`config.mk`:
```
export PLATFORM = sky130hd
export DESIGN_NAME = id_scroll_display
export DESIGN_NICKNAME = d
export VERILOG_FILES = /design/src/rtl/id_scroll_display.sv
export SDC_FILE = /design/constraint.sdc
export NUM_CORES = 1
export LEC_CHECK = 0
export CAP_MARGIN = 20
export CORE_MARGIN = 2
export CORE_UTILIZATION = 35
export CTS_CLUSTER_SIZE = 28
export DETAILED_ROUTE_END_ITERATION = 12
export DONT_BUFFER_PORTS = 1
export GPL_TIMING_DRIVEN = 0
export SYNTH_ARGS = -nofsm -noshare
export SYNTH_HDL_FRONTEND = slang
export SYNTH_SLANG_ARGS = --single-unit
```
`constraint.sdc`:
```
create_clock -name Clock -period 5.3 [get_ports Clock]
set_input_delay 1.06 -clock Clock [delete_from_list [all_inputs] [get_ports Clock]]
set_output_delay 1.06 -clock Clock [all_outputs]
set_load 0.005 [all_outputs]
```
`src/rtl/id_scroll_display.sv`:
```
// Loadable N-digit ID register shown through a D-digit scanned 7-segment window,
// with optional wrap-around scrolling of the window offset.
module id_scroll_display #(
    parameter int                      NUM_DIGITS  = 8,
    parameter int                      DISP_DIGITS = 4,
    parameter logic [4*NUM_DIGITS-1:0] ID_INIT     = 32'h13463723,
    parameter int                      REFRESH_DIV = 50000,
    parameter int                      SCROLL_DIV  = 25000000
) (
    input  logic                          Clock,
    input  logic                          Reset_n,
    input  logic                          Enable,
    input  logic                          Mode,
    input  logic                          ID_Load,
    input  logic [4*NUM_DIGITS-1:0]       ID_Data,
    output logic [DISP_DIGITS-1:0]        Anode,
    output logic [6:0]                    Segments,
    output logic [$clog2(NUM_DIGITS)-1:0] Position,
    output logic [3:0]                    Numeral
);
    localparam int PW   = $clog2(NUM_DIGITS);
    localparam int KW   = (DISP_DIGITS > 1) ? $clog2(DISP_DIGITS) : 1;
    localparam int RW   = $clog2(REFRESH_DIV);
    localparam int SW   = $clog2(SCROLL_DIV);
    localparam int SUMW = PW + 1;

    function automatic logic [6:0] hex7(input logic [3:0] v);
        case (v)
            4'h0: hex7 = 7'h40;  4'h1: hex7 = 7'h79;  4'h2: hex7 = 7'h24;  4'h3: hex7 = 7'h30;
            4'h4: hex7 = 7'h19;  4'h5: hex7 = 7'h12;  4'h6: hex7 = 7'h02;  4'h7: hex7 = 7'h78;
            4'h8: hex7 = 7'h00;  4'h9: hex7 = 7'h10;  4'hA: hex7 = 7'h08;  4'hB: hex7 = 7'h03;
            4'hC: hex7 = 7'h46;  4'hD: hex7 = 7'h21;  4'hE: hex7 = 7'h06;  default: hex7 = 7'h0E;
        endcase
    endfunction

    logic [4*NUM_DIGITS-1:0] id_q, id_d;
    logic [PW-1:0]           offset_q, offset_d;
    logic [KW-1:0]           k_q, k_d;
    logic [RW-1:0]           ref_cnt_q, ref_cnt_d;
    logic [SW-1:0]           scr_cnt_q, scr_cnt_d;
    logic [DISP_DIGITS-1:0]  anode_q, anode_d;
    logic [6:0]              seg_q, seg_d;
    logic [3:0]              num_q, num_d;
    logic [PW-1:0]           pos_q, pos_d;
    logic                    ref_wrap, scr_run, scr_wrap;
    logic [SUMW-1:0]         sum, idx;

    always_comb begin
        ref_wrap  = (ref_cnt_q == RW'(REFRESH_DIV - 1));
        ref_cnt_d = ref_wrap ? '0 : ref_cnt_q + RW'(1);
        k_d       = k_q;
        if (ref_wrap)
            k_d = (k_q >= KW'(DISP_DIGITS - 1)) ? '0 : k_q + KW'(1);

        scr_run   = Mode & Enable;
        scr_wrap  = scr_run && (scr_cnt_q == SW'(SCROLL_DIV - 1));
        id_d      = id_q;
        offset_d  = offset_q;
        scr_cnt_d = scr_cnt_q;
        // A load wins over a coincident scroll step and restarts the scroll period.
        if (ID_Load) begin
            id_d      = ID_Data;
            offset_d  = '0;
            scr_cnt_d = '0;
        end else if (scr_run) begin
            scr_cnt_d = scr_wrap ? '0 : scr_cnt_q + SW'(1);
            if (scr_wrap)
                offset_d = (offset_q == PW'(NUM_DIGITS - 1)) ? '0 : offset_q + PW'(1);
        end

        sum = {1'b0, offset_q} + SUMW'(k_q);
        idx = (sum >= SUMW'(NUM_DIGITS)) ? sum - SUMW'(NUM_DIGITS) : sum;
        num_d = '0;
        for (int i = 0; i < NUM_DIGITS; i++)
            if (idx == SUMW'(i)) num_d = id_q[4*(NUM_DIGITS-1-i) +: 4];

        anode_d = '1;
        for (int i = 0; i < DISP_DIGITS; i++)
            if (k_q == KW'(DISP_DIGITS - 1 - i)) anode_d[i] = 1'b0;

        seg_d = hex7(num_d);
        pos_d = offset_q;
    end

    always_ff @(posedge Clock or negedge Reset_n) begin
        if (!Reset_n) begin
            id_q      <= ID_INIT;
            offset_q  <= '0;
            k_q       <= '0;
            ref_cnt_q <= '0;
            scr_cnt_q <= '0;
            anode_q   <= '1;
            seg_q     <= 7'h7F;
            num_q     <= '0;
            pos_q     <= '0;
        end else begin
            id_q      <= id_d;
            offset_q  <= offset_d;
            k_q       <= k_d;
            ref_cnt_q <= ref_cnt_d;
            scr_cnt_q <= scr_cnt_d;
            anode_q   <= anode_d;
            seg_q     <= seg_d;
            num_q     <= num_d;
            pos_q     <= pos_d;
        end
    end

    assign Anode    = anode_q;
    assign Segments = seg_q;
    assign Numeral  = num_q;
    assign Position = pos_q;
endmodule

```
# After elaboration in Yosys (flattened, before gate mapping)
# Memory sizes are Yosys's and may differ from the RTL's. A register that Yosys moved wholly into a read port is not among the register bits.
# Cells that the tools add are included.
[classes]
bitwise = 1
div = 0
magnitude_cmp = 2
eq_ne = 13
add_sub_neg = 6
shift = 0
n_mul = 0
n_mux = 22
n_reduce_logical = 7
[ops]
columns = ["op", "n"]
rows = [
  ["$mux W25", 3],
  ["$mux W4", 9],
  ["$add A25 B1 Y25 const B", 1],
  ["$eq A25 B25 Y1 const B", 1],
  ["$add A16 B1 Y16 const B", 1],
  ["$eq A16 B16 Y1 const B", 1],
  ["$eq A4 B3 Y1 const B", 4],
  ["$mux W16", 1],
  ["$mux W3", 4],
  ["$eq A4 B2 Y1 const B", 2],
  ["$add A3 B2 Y4", 1],
  ["$eq A2 B2 Y1 const B", 2],
  ["$eq A4 B1 Y1 const B", 1],
  ["$ge A4 B4 Y1 const B", 1],
  ["$logic_not A4 Y1", 1],
  ["$mux W1", 4],
  ["$reduce_bool A2 Y1", 2],
  ["$sub A4 B4 Y4 const B", 1],
  ["$add A3 B1 Y3 const B", 1],
  ["$eq A3 B3 Y1 const B", 1],
  ["$add A2 B1 Y2 const B", 1],
  ["$eq A2 B1 Y1 const B", 1],
  ["$ge A2 B2 Y1 const B", 1],
  ["$logic_not A2 Y1", 1],
  ["5 further kinds", 5],
]
[word_totals]
in_bits = 37
reg_bits = 89
latchBits = 0
mem_bits_ro = 112
ramBits = 0
n_memories = 1
wordCells = 60
[mem_list]
columns = ["memory", "words", "width", "rd", "rd_clocked_by_memory_dff", "write_ports", "line", "source"]
rows = [
  ["(name not given)", 16, 7, 1, 1, 0, "28", "case (v)"],
]

# Logic depth before layout (Yosys ltp)
[depth]
ltp_word = 12
depth_mapped = 12
mapped_depth_nobuf = 11

# Worst setup path after synthesis
# No wires, ideal clock.
[synth_path]
kind = "reg-to-reg"
start = "register offset_q[0]"
end = "register seg_q[0], in the netlist Segments[0]"
setup_slack_ns = 2.362
setup_time_ns = 0.081
synth_period_minus_slack_ns = 2.938
arrival_time_ns = 2.857
path_stages_with_launch = 12
t_required_ns = 5.219
cell_sequence = "dfrtp_1 -> ha_1 -> inv_1 -> fa_1 -> clkbuf_1 -> nor2_1 -> a221o_1 -> a221oi_4 -> inv_1 -> ha_1 -> or3_1 -> o221a_1"
[synth_between]
elab_chain_len = 12
word_cells_on_any_way = 20
cone_classes = "2 x add/sub; 1 x order compare; 7 x eq/ne; 9 x mux; 1 x reduce/logical"
[synth_rtl]
columns = ["element", "line", "source"]
rows = [
  ["from (decl)", "37", "logic [PW-1:0] offset_q, offset_d;"],
  ["from (signal assigned)", "98", "offset_q <= offset_d;"],
  ["$add A3 B2 Y4 *", "71", "sum = {1'b0, offset_q} + SUMW'(k_q);"],
  ["$sub A4 B4 Y4 / $ge A4 B4 Y1 (equally long branches)", "72", "idx = (sum >= SUMW'(NUM_DIGITS)) ? sum - SUMW'(NUM_DIGITS) : sum;"],
  ["$mux W4 *", "72", ""],
  ["$logic_not A4 Y1", "75", "if (idx == SUMW'(i)) num_d = id_q[4*(NUM_DIGITS-1-i) +: 4];"],
  ["$mux W4 (7 in a row)", "75", ""],
  ["$mux W4 *", "75", ""],
  ["named net num_d[0]", "43", "logic [3:0] num_q, num_d;"],
  ["to (decl)", "42", "logic [6:0] seg_q, seg_d;"],
]
# Mark *: on every way through the listed nets, which the timed path passes. The rest lies on a longest branch.
# A chain may end at the register's enable or synchronous reset.

# Final worst setup path
# Same ends and word-level chain as after synthesis.

==> flow_metrics.py <==
metrics = {
    "routing": {
        "firstDrtPassIters": 4,
        "vias_per_cell": 5.22,
        "drtIter0Drc": 267,
        "num_vias": 3388,
        "wl_per_cell_um": 16.3,
        "wl_um": 10600,
        "post-route-drc-count": 0,
        "drtAntennaViolNets": 0,
    },
    "synth": {
        "synth_nets": 506,
        "synth_flop_cell": "dfrtp_1",
        "yosys_warnings": 0,
        "synth-seq-area-share_pct": 49.1,
        "syn_area_um2": 4960,
        "netlist_instances": 453,
        "yosys_register_bits": 96,
        "synthArstFlopShare_pct": 100,
        "syn_avg_cell_area_um2": 10.9,
        "synth-edff-count": 0,
        "yosysUniqueCellTypes": 63,
    },
    "setup_path": {
        "r2r_cells": 11,
        "critPathMaxFanout": 10,
        "worstPathRequired_ns": 5.59,
        "startpoint": "offset_q[0]",
        "cp.arrival_ns": 3.68,
        "critPathCaptureType": "flop",
        "critPathKind": "reg -> reg",
        "r2r_start": "offset_q[0]",
        "startpoint_type": "flop",
    },
    "power": {
        "power_density_nw_per_um2": 290,
        "pwr-share-clk_pct": 42.6,
        "p_switching_uw": 370,
        "power.internal_mw": 1.22,
        "swShare_pct": 23.2,
        "pwr-share-seq_pct": 50.7,
        "ir_drop_mv": 0.156,
        "leakage_nw": 2.22,
        "pwr-share-comb_pct": 6.7,
    },
    "clocking": {
        "cts_root_buf": "clkbuf_16",
        "post_cts_resized": 0,
        "ctsHoldBuffers": 0,
        "h-tree-depth": 3,
        "cts_tree": "yes",
        "clockBufferDepth": 2,
        "clk_pin_slew_ns": 0.07,
        "cts.sinks": 96,
        "cts_setup_buffers": 0,
        "cts_buffers": 9,
        "insertion_delay_ns": 0.36,
    },
    "timing": {
        "slew_headroom_pct": 45.5,
        "whs_ns": 0.390,
        "drv_slew": 0,
        "tightestPinTransition_ns": 0.810,
        "fin_tns_setup_ns": 0,
        "setup_viol": 0,
        "fin_crit_ns": 3.39,
        "rsz0062_at_grt": "no",
        "skew_ns": 0.00772,
        "hold_violations": 0,
        "period_share_pct": 64.0,
        "timing.fmax_mhz": 295,
    },
    "floorplanning": {
        "fp.dieW_um": 123,
        "num_io_pins": 55,
        "fp-row-count": 43,
        "core-area_um2": 13900,
        "initial_core_util_pct": 35.7,
        "fp.dieH_um": 123,
        "die_area_um2": 15100,
    },
    "cells_and_area": {
        "final_common_cell": "dfrtp_1",
        "final_cell_mix": "dfrtp_1 (71), nor2_1 (38), mux2_2 (36)",
        "syn2layout_area_growth_pct": 10.7,
        "fin_nets": 517,
        "post-route-util_pct": 39.5,
        "diodes": 0,
        "n_fill_cell": 1344,
        "drive_gt1_share_pct": 22.4,
    },
    "grt": {
        "grt_pass1_wl_um": 17000,
        "grt_antenna_before_repair": 0,
        "track_usage_pct": 14.5,
        "grt_max_degree": 97,
        "gr-total-overflow": 0,
        "first_global_vias": 3377,
    },
    "status": {
        "outcome": "complete, no violations",
    },
    "worst_hold_path": {
        "hp-class": "in -> async",
    },
    "flow_run": {
        "maxCapViolations": 0,
    },
    "place": {
        "place_congestion": 0.806,
        "hpwl_um": 7470,
        "io_buffers": 0,
    },
}
==> layer usage <==
metal  vias to the layer above  GRT usage (%)  wire (um)
met1                      1662           18.3       4870
met2                        84           23.4       4940
li1                       1628              -          -
met5                         -              0          0
met4                         0           6.75        217
met3                        14           3.51        583
==> cell type report <==
type                       count  area, um^2  share of cell area (%)
clock inverter                 5        63.8                    1.16
buffer                        22         121                    2.21
multi-input combinational    315        2330                    42.4
tap                          180         225                    4.10
inverter                      20        75.1                    1.37
sequential                    96        2430                    44.3
clock buffer                  11         243                    4.42
==> worst max-delay path: stages (launching register included) <==
cell	delay (ns)
dfrtp_1	0.42
ha_1	0.17
inv_1	0.05
fa_1	0.49
clkbuf_1	0.32
nor2_1	0.15
a221o_1	0.35
a221oi_4	0.47
inv_1	0.16
ha_1	0.26
or3_1	0.37
o221a_1	0.13
==> sequential cells by signal, summed over array words and instances (netlist names) <==
register	flops
k_q	2
scr_cnt_q	25
ref_cnt_q	16
Position	3
Numeral	4
Anode	4
Segments	7
offset_q	3
id_q	32
==> through the flow <==
step | area [um^2] | std cells | setup WS (ns) | power [mW]
3_3_place_gp | 5180 | 633 | 1.93 | 0.924
3_5_place_dp | 5180 | 633 | 1.93 | 0.928
6_report | 5490 | 649 | 1.91 | 1.59
5_1_grt | 5490 | 649 | 1.75 | 1.66
2_1_floorplan | 4960 | 453 | 2.36 | 0.901
4_1_cts | 5490 | 649 | 1.91 | 1.61
==> path summary, 6_finish.rpt <==
path / endpoint / slack [ns]
max reg2reg: Segments[0] / 1.91
min: id_q[16] / 0.39
max in group asynchronous: Anode[3] / 4.70
min reg2reg: Position[0] / 0.47
max: Segments[0] / 1.91
min in group Clock: Position[0] / 0.47
==> power groups by stage <==
stage	logic, mW	registers (mW)	clock network, mW
detailed placement	0.107	0.822	0
floorplan	0.0874	0.814	0
global placement	0.104	0.820	0
global route	0.117	0.813	0.726
finish	0.107	0.808	0.679
CTS	0.108	0.808	0.696
==> cells in the mapped netlist (4+ instances only) <==
master    count  area share [%]
buf_2         7            0.71
buf_1         4            0.30
o21ai_0       9            0.91
dfstp_2      25              13
dfrtp_1      71              36
xnor2_1      14             2.5
nand4_1      18             2.3
xor2_1       17             3.0
nor3_1        6            0.61
nor2_1       38             2.9
inv_1        19             1.4
ha_1         15             3.8
mux2i_1       6             1.2
and3_1        8             1.0
or3_1         8             1.0
and2_1        4            0.50
or4_1         6            0.91
nand2_1      28             2.1
clkbuf_1      6            0.45
nand3_1      26             2.6
nand2b_1      6            0.76
a21oi_1      10             1.0
a31oi_1       4            0.50
mux2_2       36             8.2
nor4_1        5            0.63
==> cells by family (layout without fill, tap and decap cells) <==
family	Yosys count	in the layout	share of synthesized area, %
xor+xnor	31	31	5.48
simple gates	177	177	19.6
flops	96	96	49.1
fa+ha+maj	16	16	4.19
mux	45	45	10.6
compound gates	46	46	7.04
buf+inv	42	58	3.96
Note: power is estimated with default switching activity, not from simulation.
